==> src/rtl/filter_fetch_ctrl_if.sv <==
// Kernel stream between the fetch controller and the convolution engine.
//
// Handshake: the master raises kernel_valid with a complete kernel on
// kernel_out and holds both stable until it samples kernel_ready=1 on a
// rising clock edge; that edge is the transfer. kernel_ready is a don't-care
// while kernel_valid=0.
//
// Signals:
//   kernel_out    master->slave  KSIZE*DATA_W  packed kernel, element i in bits [DATA_W*i +: DATA_W]
//   kernel_valid  master->slave  1             kernel_out holds a complete kernel
//   kernel_ready  slave->master  1             consumer accepts the kernel
interface filter_fetch_ctrl_if #(
    parameter int DATA_W = 8,
    parameter int KSIZE  = 9
);
    logic [KSIZE*DATA_W-1:0] kernel_out;
    logic                    kernel_valid;
    logic                    kernel_ready;

    modport master (output kernel_out, output kernel_valid, input kernel_ready);
    modport slave  (input kernel_out, input kernel_valid, output kernel_ready);
endinterface

==> src/rtl/filter_fetch_ctrl.sv <==
// Read-side controller for the filter weight ROM (registered 1-cycle read).
// On a start command it fetches a contiguous run of 3x3 kernels: nine byte
// addresses per kernel, bytes gathered into one packed kernel word, each kernel
// presented on the kernel stream and held until accepted. No prefetch.
//
// Ports:
//   clk           in   clock, rising edge
//   reset         in   asynchronous active-low reset
//   start         in   command pulse, only looked at while idle
//   first_kernel  in   index of the first kernel of the run
//   num_kernels   in   number of kernels in the run (0 = empty run)
//   filter_addr   out  registered ROM byte address
//   filter_data   in   ROM data, valid one edge after filter_addr
//   kern          master side of the kernel stream (kernel_out/valid/ready)
//   busy          out  high whenever the controller is not idle
//   done          out  one-cycle pulse when a command completes
//   cmd_err       out  one-cycle pulse when a command is rejected (out of range)
//   dbg_state     out  current FSM state
module filter_fetch_ctrl #(
    parameter int DATA_W = 8,
    parameter int KSIZE  = 9,
    parameter int NUM_K  = 24,
    parameter int ADDR_W = 8
) (
    input  logic                 clk,
    input  logic                 reset,
    input  logic                 start,
    input  logic [4:0]           first_kernel,
    input  logic [4:0]           num_kernels,
    output logic [ADDR_W-1:0]    filter_addr,
    input  logic [DATA_W-1:0]    filter_data,
    filter_fetch_ctrl_if.master  kern,
    output logic                 busy,
    output logic                 done,
    output logic                 cmd_err,
    output logic [2:0]           dbg_state
);
    typedef enum logic [2:0] {IDLE, FETCH, DRAIN, HOLD, FINISH} state_t;

    state_t                  state, state_n;
    logic [4:0]              cur_k, cur_k_n;
    logic [4:0]              remaining, remaining_n;
    // elem counts addresses already issued for the current kernel.
    logic [3:0]              elem, elem_n;
    logic [ADDR_W-1:0]       addr_q, addr_n;
    logic                    valid_q, valid_n;
    logic                    done_n, err_n;
    logic [KSIZE*DATA_W-1:0] kernel_q;

    // An issued address returns data two edges later; this two-stage
    // pipeline carries the destination slot alongside.
    logic                    issue;
    logic [3:0]              issue_slot;
    logic                    p1_v, p2_v;
    logic [3:0]              p1_slot, p2_slot;

    function automatic logic [ADDR_W-1:0] kbase(input logic [4:0] k);
        return ADDR_W'(k) * ADDR_W'(KSIZE);
    endfunction

    always_comb begin
        state_n     = state;
        cur_k_n     = cur_k;
        remaining_n = remaining;
        elem_n      = elem;
        addr_n      = addr_q;
        valid_n     = valid_q;
        done_n      = 1'b0;
        err_n       = 1'b0;
        issue       = 1'b0;
        issue_slot  = 4'd0;
        case (state)
            IDLE: begin
                if (start) begin
                    if (num_kernels == 5'd0) begin
                        state_n = FINISH;
                    end else if (({1'b0, first_kernel} + {1'b0, num_kernels}) > 6'(NUM_K)) begin
                        err_n = 1'b1;
                    end else begin
                        cur_k_n     = first_kernel;
                        remaining_n = num_kernels;
                        addr_n      = kbase(first_kernel);
                        issue       = 1'b1;
                        elem_n      = 4'd1;
                        state_n     = FETCH;
                    end
                end
            end
            FETCH: begin
                if (elem == 4'(KSIZE)) begin
                    state_n = DRAIN;
                end else begin
                    addr_n     = kbase(cur_k) + ADDR_W'(elem);
                    issue      = 1'b1;
                    issue_slot = elem;
                    elem_n     = elem + 4'd1;
                end
            end
            DRAIN: begin
                // The last byte lands in its slot on this edge.
                valid_n = 1'b1;
                state_n = HOLD;
            end
            HOLD: begin
                if (kern.kernel_ready) begin
                    valid_n     = 1'b0;
                    remaining_n = remaining - 5'd1;
                    if (remaining == 5'd1) begin
                        state_n = FINISH;
                    end else begin
                        // Issue the next kernel's first address on the
                        // handshake edge so kernels complete every 11 cycles.
                        cur_k_n = cur_k + 5'd1;
                        addr_n  = kbase(cur_k + 5'd1);
                        issue   = 1'b1;
                        elem_n  = 4'd1;
                        state_n = FETCH;
                    end
                end
            end
            FINISH: begin
                done_n  = 1'b1;
                state_n = IDLE;
            end
            default: state_n = IDLE;
        endcase
    end

    always_ff @(posedge clk or negedge reset) begin
        if (!reset) begin
            state     <= IDLE;
            cur_k     <= '0;
            remaining <= '0;
            elem      <= '0;
            addr_q    <= '0;
            valid_q   <= 1'b0;
            done      <= 1'b0;
            cmd_err   <= 1'b0;
            kernel_q  <= '0;
            p1_v      <= 1'b0;
            p2_v      <= 1'b0;
            p1_slot   <= '0;
            p2_slot   <= '0;
        end else begin
            state     <= state_n;
            cur_k     <= cur_k_n;
            remaining <= remaining_n;
            elem      <= elem_n;
            addr_q    <= addr_n;
            valid_q   <= valid_n;
            done      <= done_n;
            cmd_err   <= err_n;
            p1_v      <= issue;
            p1_slot   <= issue_slot;
            p2_v      <= p1_v;
            p2_slot   <= p1_slot;
            if (p2_v) begin
                kernel_q[p2_slot*DATA_W +: DATA_W] <= filter_data;
            end
        end
    end

    assign filter_addr       = addr_q;
    assign kern.kernel_out   = kernel_q;
    assign kern.kernel_valid = valid_q;
    assign busy              = (state != IDLE);
    assign dbg_state         = state;
endmodule

==> src/flat_wrapper.sv <==
// flat-port wrapper written by rule: the top's interface ports become plain ports
module filter_fetch_ctrl_flat 
#(
    parameter int DATA_W = 8,
    parameter int KSIZE  = 9,
    parameter int NUM_K  = 24,
    parameter int ADDR_W = 8
)
  (clk, reset, start, first_kernel, num_kernels, filter_addr, filter_data, busy, done, cmd_err, dbg_state, kern_kernel_out, kern_kernel_valid, kern_kernel_ready);
  filter_fetch_ctrl_if #(.DATA_W(DATA_W), .KSIZE(KSIZE)) kern_i ();
  input  logic clk;
  input  logic reset;
  input  logic start;
  input  logic [4:0] first_kernel;
  input  logic [4:0] num_kernels;
  output logic [ADDR_W-1:0] filter_addr;
  input  logic [DATA_W-1:0] filter_data;
  output logic busy;
  output logic done;
  output logic cmd_err;
  output logic [2:0] dbg_state;
  output wire logic [$bits(kern_i.kernel_out)-1:0] kern_kernel_out;
  output wire logic [$bits(kern_i.kernel_valid)-1:0] kern_kernel_valid;
  input wire logic [$bits(kern_i.kernel_ready)-1:0] kern_kernel_ready;
  assign kern_kernel_out = kern_i.kernel_out;
  assign kern_kernel_valid = kern_i.kernel_valid;
  assign kern_i.kernel_ready = kern_kernel_ready;
  filter_fetch_ctrl #(.DATA_W(DATA_W), .KSIZE(KSIZE), .NUM_K(NUM_K), .ADDR_W(ADDR_W)) u_core (.clk(clk), .reset(reset), .start(start), .first_kernel(first_kernel), .num_kernels(num_kernels), .filter_addr(filter_addr), .filter_data(filter_data), .kern(kern_i), .busy(busy), .done(done), .cmd_err(cmd_err), .dbg_state(dbg_state));
endmodule
==> config.mk <==
export PLATFORM = sky130hd
export DESIGN_NAME = filter_fetch_ctrl_flat
export DESIGN_NICKNAME = d
export VERILOG_FILES = /design/src/rtl/filter_fetch_ctrl_if.sv /design/src/rtl/filter_fetch_ctrl.sv /design/src/flat_wrapper.sv
export SDC_FILE = /design/constraint.sdc
export NUM_CORES = 1
export LEC_CHECK = 0
export ABC_AREA = 1
export CAP_MARGIN = 20
export CORE_MARGIN = 10
export CORE_UTILIZATION = 53
export CTS_BUF_LIST = sky130_fd_sc_hd__clkbuf_16
export DETAILED_ROUTE_END_ITERATION = 10
export HOLD_SLACK_MARGIN = 0.02
export PLACE_DENSITY = 0.78
export SLEW_MARGIN = 10
export SYNTH_ARGS = -nofsm -noshare
export SYNTH_HDL_FRONTEND = slang
export SYNTH_SLANG_ARGS = --single-unit
==> constraint.sdc <==
create_clock -name clk -period 2.7 [get_ports clk]
set_input_delay 0.27 -clock clk [delete_from_list [all_inputs] [get_ports clk]]
set_output_delay 0.27 -clock clk [all_outputs]
set_load 0.05 [all_outputs]
==> results of run 1 <==
## synth_stat cells
library cell / instances / area share (%)
clkinv_4: 1 / 0.15
nand2_2: 5 / 0.52
inv_2: 9 / 0.56
o21ai_0: 23 / 1.9
nand2_4: 2 / 0.38
nor3_4: 2 / 0.54
nand2_1: 183 / 11
nor2_1: 47 / 2.9
dfrtp_1: 110 / 46
buf_6: 4 / 0.75
inv_1: 74 / 4.6
inv_4: 1 / 0.10
a21oi_2: 10 / 1.5
or2_2: 1 / 0.10
and3_1: 1 / 0.10
nand3_4: 4 / 1.2
a21oi_1: 26 / 2.2
xnor2_1: 4 / 0.58
nand3_1: 56 / 4.7
a31oi_1: 12 / 1.3
nor2_8: 2 / 0.67
and2_1: 1 / 0.10
nand4_1: 7 / 0.73
buf_4: 5 / 0.63
nor3_2: 2 / 0.33
buf_2: 9 / 0.75
ha_1: 34 / 7.1
nor2_4: 3 / 0.56
o21bai_1: 2 / 0.25
nor3_1: 3 / 0.25
xor2_1: 2 / 0.29
a31oi_2: 1 / 0.21
buf_12: 1 / 0.33
o21ai_2: 8 / 1.2
nand3b_1: 2 / 0.25
nor2_2: 5 / 0.52
o211ai_1: 4 / 0.50
a21o_1: 1 / 0.13
o21ai_1: 29 / 2.4
fa_1: 4 / 1.3
o22ai_1: 1 / 0.10
## path summary, 6_finish.rpt
path,from,endpoint,slack (ns),cells after the start
min in group asynchronous,reset,u_core.kern.kernel_out[29],0.40,2
max in group asynchronous,reset,u_core.kern.kernel_out[21],1.57,3
worst min register to register,u_core.p1_slot[2],u_core.p2_slot[2],0.35,0
worst max-delay path,u_core.cur_k[1],u_core.filter_addr[5],0.19,12
worst max register to register,u_core.cur_k[1],u_core.filter_addr[5],0.19,12
worst min-delay path,u_core.p1_slot[2],u_core.p2_slot[2],0.35,0
## logic make-up (layout without fill, tap and decap cells)
logic type	count (synthesis)	count (layout)	synth area share, %
flip-flops	110	110	45.90
buffers and inverters	104	219	7.907
AND/OR/NAND/NOR	326	326	25.31
XOR/XNOR	6	6	0.8763
adder cells (fa/ha/maj)	38	38	8.429
AO/OA/AOI/OAI	117	117	11.58
## stage by stage
step	hold WS [ns]	total power, mW	utilization (%)	cell area [sq um]	setup WS [ns]
after detailed placement	0.2346	5.966	65.62	7176	0.1226
after CTS	0.3531	7.260	68.27	7466	0.1452
final	0.3506	7.266	68.36	7476	0.1927
after floorplan	-0.02559	4.864	-	5997	0.4098
after global routing	0.3554	7.738	68.36	7476	0.002040
after global placement	0.2281	5.864	65.62	7176	0.2368
## state kept, by name, indices dropped and copies added (netlist names)
name,count
u_core.cmd_err,1
u_core.cur_k,5
u_core.dbg_state,3
u_core.done,1
u_core.elem,4
u_core.filter_addr,8
u_core.kern.kernel_out,72
u_core.kern.kernel_valid,1
u_core.p1_slot,4
u_core.p1_v,1
u_core.p2_slot,4
u_core.p2_v,1
u_core.remaining,5
## worst max-delay path, cell delays in order (launching register included)
cell and delay [ns]:
dfrtp_2 0.42, ha_1 0.20, nand2_1 0.07, o21ai_0 0.15
nand2_1 0.13, ha_1 0.32, ha_1 0.21, inv_1 0.07
fa_1 0.42, o22ai_1 0.18, o21bai_1 0.13, nand2_1 0.07
nand2_1 0.07
## power groups by stage
stage | clock network (mW) | logic [mW] | registers (mW)
4_1_cts | 1.28 | 3.68 | 2.29
3_5_place_dp | 0 | 3.64 | 2.32
2_1_floorplan | 0 | 1.99 | 2.87
6_report | 1.26 | 3.71 | 2.30
5_1_grt | 1.34 | 4.07 | 2.33
3_3_place_gp | 0 | 3.55 | 2.31
## what timing repair did
| action | 4_1_cts | 5_1_grt |
|---|---|---|
| hold endpoints to repair | 29 | 0 |
| setup buffers | 0 | 1 |
| resized for setup | 0 | 2 |
| endpoints found under the setup margin | 0 | 2 |
| hold buffers | 1 | 0 |
## cell usage in the layout (no fill, tap or decap), drive strengths merged
cell type      instances
buf                   10
nor2                  57
clkdlybuf4s50        107
xor2                   2
o21bai                 2
a21o                   1
and2                   1
o211ai                 4
ha                    34
nor3                   7
o22ai                  1
nand3b                 2
and3                   1
inv                   87
clkbuf                 9
xnor2                  4
a21oi                 36
dlygate4sd3            1
nand2                190
fa                     4
or2                    1
clkinv                 5
nand4                  7
o21ai                 60
dfrtp                110
nand3                 60
a31oi                 13
## area by class of cell
| cell class | instances | area share (%) |
|---|---|---|
| Clock inverter | 7 | 0.7364 |
| Sequential cell | 110 | 36.85 |
| Multi-Input combinational cell | 487 | 37.05 |
| Inverter | 85 | 4.368 |
| Timing Repair Buffer | 118 | 15.63 |
| Tap cell | 140 | 2.343 |
| Clock buffer | 9 | 3.013 |
## metal layers
layer,part of all wire [%],vias up
met3,6.2,19
met4,1.5,0
met2,49,174
met5,0,-
li1,-,2510
met1,43,2449
==> impl_metrics.toml, run 1 <==
[status]
status = "finished clean"

[hold_path]
hold_path.class = "register to register"

[placed_design]
port_buffers = 108
gp_congestion = 0.8755
dp_hpwl_um = 12370
dp_cells = 938

[routing]
antenna_left = 0
avgRoutedWirePerCell_um = 16.55
vias = 5152
drc = 0
wirelength_um = 15820
drtIter0Drc = 442
firstDrtPassIters = 5
drt-vias-per-instance = 5.389

[logic_synthesis]
synth_nets = 761
ys_seq_area_share_pct = 45.90
synth_cell_types = 41
yosys_warnings = 0
synth_area_sq_um = 5997
syn_inst = 701
ys_ff_latch = 110
avgSynthCellArea_sq_um = 8.555

[layout]
layoutNonFillerInstCount = 956
areaGrowthSynthToFinish_pct = 24.66
multi_input_area_sq_um = 2770
drive_gt1_share_pct = 10.17
nNetsFinal = 871
diodes = 0
seq_area_sq_um = 2755
nFillCells = 881

[sta]
fin_setup_tns_ns = 0
finClkSkew_ns = 0.01439
fmax_mhz = 398.8
period_minus_slack_ns = 2.507
setup_viol = 0
hold_viol = 0
period_share_pct = 92.86
worst_slew_pin_slew_ns = 0.6036
rsz0062_at_grt = "no"
slew_viol_final = 0
relSlewSlack_pct = 59.65

[worst_setup_path]
path_max_fanout = 6
end_kind = "register"
critPathArrivalTime_ns = 2.79
path_class = "register to register"
critPathLaunchType = "register"
crit_required_ns = 2.99

[floorplan]
rows = 38
fp.dieW_um = 126.4
io_pins = 109
die_h_um = 126.4
dieArea_sq_um = 15970
floorplan.initialDensity_pct = 54.84
core_sq_um = 10940

[cts]
numCtsBuffers = 9
clkTransAtPathRegs_ns = 0.07
clockBufferDepth = 2
clock-root-buffer = "clkbuf_16"
cts_sinks = 110
clk_latency_ns = 0.35
cts_tree = "built"
cts.htree.levels = 3

[power]
clkPwrFrac_pct = 17.3
p_leak_nw = 3.647
seqPwrFrac_pct = 31.6
p_int_mw = 3.798
power.switching_mw = 3.468
ir_worst_vdd_v = 0.0005792
power-per-cell-area_nw_per_um2 = 971.9
p_comb_share_pct = 51.0
switching_share_pct = 47.73

[global_route]
use_met1_pct = 24.05
overflow = 0
grt_max_degree = 51
grt_first_pass_wirelength_um = 26050
grt_pass1_vias = 5182
busiest_layer = "met2"
gr-usage-all-layers_pct = 19.42
antenna_found_initial = 0
met3_usage_pct = 5.331
use_met2_pct = 32.65

[job]
drv_cap = 0
(Power assumes the default switching activity.)
==> run 2: changes to the inputs <==
Settings changed: CAP_MARGIN 20 to 25, SLEW_MARGIN 10 to unset.
==> results of run 2 <==
The final DEF is identical to that of run 1; final timing and power are the same.
==> run 3: changes to the inputs <==
Settings changed: CORE_UTILIZATION 53 to 64, CTS_BUF_LIST sky130_fd_sc_hd__clkbuf_16 to unset, DONT_BUFFER_PORTS set to 1, PLACE_DENSITY 0.78 to 0.77.
==> impl_metrics.toml, run 3 (synthesis results as in run 1) <==
[worst_setup_path]
crit_buf_inv = 1
path_max_fanout = 8
timing.critical_path.slowest_stage_cell = "dfrtp_2"
critical-path-top-delay-family = "adder cells"
crit_chain = "ha_1 > nand2_1 > o21ai_0 > nand2_1 > ha_1 > ha_1 > inv_1 > fa_1 > o22ai_1 > o21bai_1 > nand2_1 > nand2_1"
crit_top_cell = "nand2_1"
critPathArrivalTime_ns = 2.78
crit_required_ns = 3.02
end_kind = "register"
critPathLaunchType = "register"
path_class = "register to register"
crit_path_max_incr_delay_ns = 0.45

[layout]
areaGrowthSynthToFinish_pct = 4.611
largest_reg_flops = 72
diodes = 0
final_core_util_pct = 68.22
nNetsFinal = 764
mostFrequentLayoutCell = "nand2_1"
final_cell_mix = "nand2_1 (183), dfrtp_1 (108), inv_1 (74)"
drive_gt1_share_pct = 11.85
multi_input_area_sq_um = 2770
seq_area_sq_um = 2755
nFillCells = 732

[sta]
relSlewSlack_pct = 60.89
hold_viol = 110
hold_slack_ns = -0.4284
slew_viol_final = 0
setup_viol = 0
fin_setup_tns_ns = 0
period_share_pct = 90.95
fmax_mhz = 407.2
finClkSkew_ns = 0.009462
period_minus_slack_ns = 2.456
rsz0062_at_grt = "no"
worst_slew_pin_slew_ns = 0.5850

[routing]
firstDrtPassIters = 6
drt-vias-per-instance = 5.745
avgRoutedWirePerCell_um = 17.07
wirelength_um = 13990
vias = 4711
drtIter0Drc = 417
drc = 0
antenna_left = 0

[placed_design]
dp_hpwl_um = 10800
port_buffers = 0
gp_congestion = 0.9254

[floorplan]
fp.dieW_um = 116.8
floorplan.initialDensity_pct = 65.21
core_sq_um = 9196
io_pins = 109
rows = 35
dieArea_sq_um = 13640
die_h_um = 116.8

[cts]
holdBufCountCts = 1
cts_tree = "built"
cts_sinks = 110
clk_latency_ns = 0.38
numCtsBuffers = 9
clock-root-buffer = "clkbuf_8"
clockBufferDepth = 2
cts.htree.levels = 3
post_cts_buffers = 0
clkTransAtPathRegs_ns = 0.12

[global_route]
gr-usage-all-layers_pct = 20.97
grt_max_degree = 111
overflow = 0
antenna_found_initial = 0
grt_pass1_vias = 4635
grt_first_pass_wirelength_um = 22890

[hold_path]
hold_path.class = "primary input to asynchronous set/reset pin"

[power]
power-per-cell-area_nw_per_um2 = 1029
p_leak_nw = 3.155
ir_worst_vdd_v = 0.0005003

[status]
status = "complete, but fails checks"
violations = "hold timing"

[job]
drv_cap = 0
[run 3: changes by cell type in the layout (fill, tap and decap cells not counted), moves of 2 or more]
cell | previous run | this run
inv_6 | 2 | 0
clkbuf_16 | 9 | 0
clkbuf_8 | 0 | 9
inv_8 | 1 | 3
clkdlybuf4s50_1 | 107 | 0
clkinvlp_4 | 0 | 2
[run 3: metal layers]
layer,up-vias,GRT usage [%],wire (um)
li1,2287,-,-
met1,2260,23.20,5354
met2,147,37.53,7140
met3,17,7.238,1307
met4,0,5.519,191
met5,-,0,0
[run 3: worst register-to-register path, cell delays in order, from the launching register on]
cell      delay (ns)
dfrtp_2         0.45
ha_1            0.20
nand2_1         0.07
o21ai_0         0.16
nand2_1         0.13
ha_1            0.32
ha_1            0.21
inv_1           0.07
fa_1            0.40
o22ai_1         0.12
o21bai_1        0.12
nand2_1         0.07
nand2_1         0.08
[run 3: final timing paths]
path | startpoint | end | slack, ns | depth (start not counted)
min in group clk | filter_data[3] | u_core.kern.kernel_out[3] | 0.05 | 2
setup / recovery | u_core.cur_k[0] | u_core.filter_addr[5] | 0.24 | 12
hold reg to reg | u_core.p1_slot[0] | u_core.p2_slot[0] | 0.36 | 0
max in group asynchronous | reset | u_core.cur_k[1] | 2.99 | 0
setup reg to reg | u_core.cur_k[0] | u_core.filter_addr[5] | 0.24 | 12
hold / removal | reset | u_core.kern.kernel_out[68] | -0.43 | 0
[run 3: area by class of cell]
type,instances,area share [%]
clock buffers,9,1.974
repair buffers,11,1.356
flip-flops and latches,110,43.92
well taps,111,2.214
multi-input cells,487,44.16
inverters,85,5.205
clock inverters,7,1.177
[run 3: report_power, final]
part / switching [mW] / internal, mW
Sequential: 0.960 / 1.96
Combinational: 1.70 / 0.847
Clock: 0.619 / 0.369
[run 3: what timing repair did]
| action | 4_1_cts | 5_1_grt |
|---|---|---|
| hold endpoints to repair | 111 | 110 |
| gates resized for setup | 0 | 2 |
| setup endpoints to repair | 0 | 1 |
[run 3: stage by stage]
stage                     total power [mW]  setup WS, ns  area, sq um  instances  hold slack [ns]
after floorplan                      4.864        0.4098         5997        701         -0.02559
after global placement               5.360        0.2731         6063        803         -0.02242
after detailed placement             5.467        0.2103         6063        803         -0.02239
after CTS                            6.464        0.1903         6271        820          -0.4421
after global routing                 6.948       0.03022         6274        820          -0.4692
final                                6.457        0.2444         6274        820          -0.4284
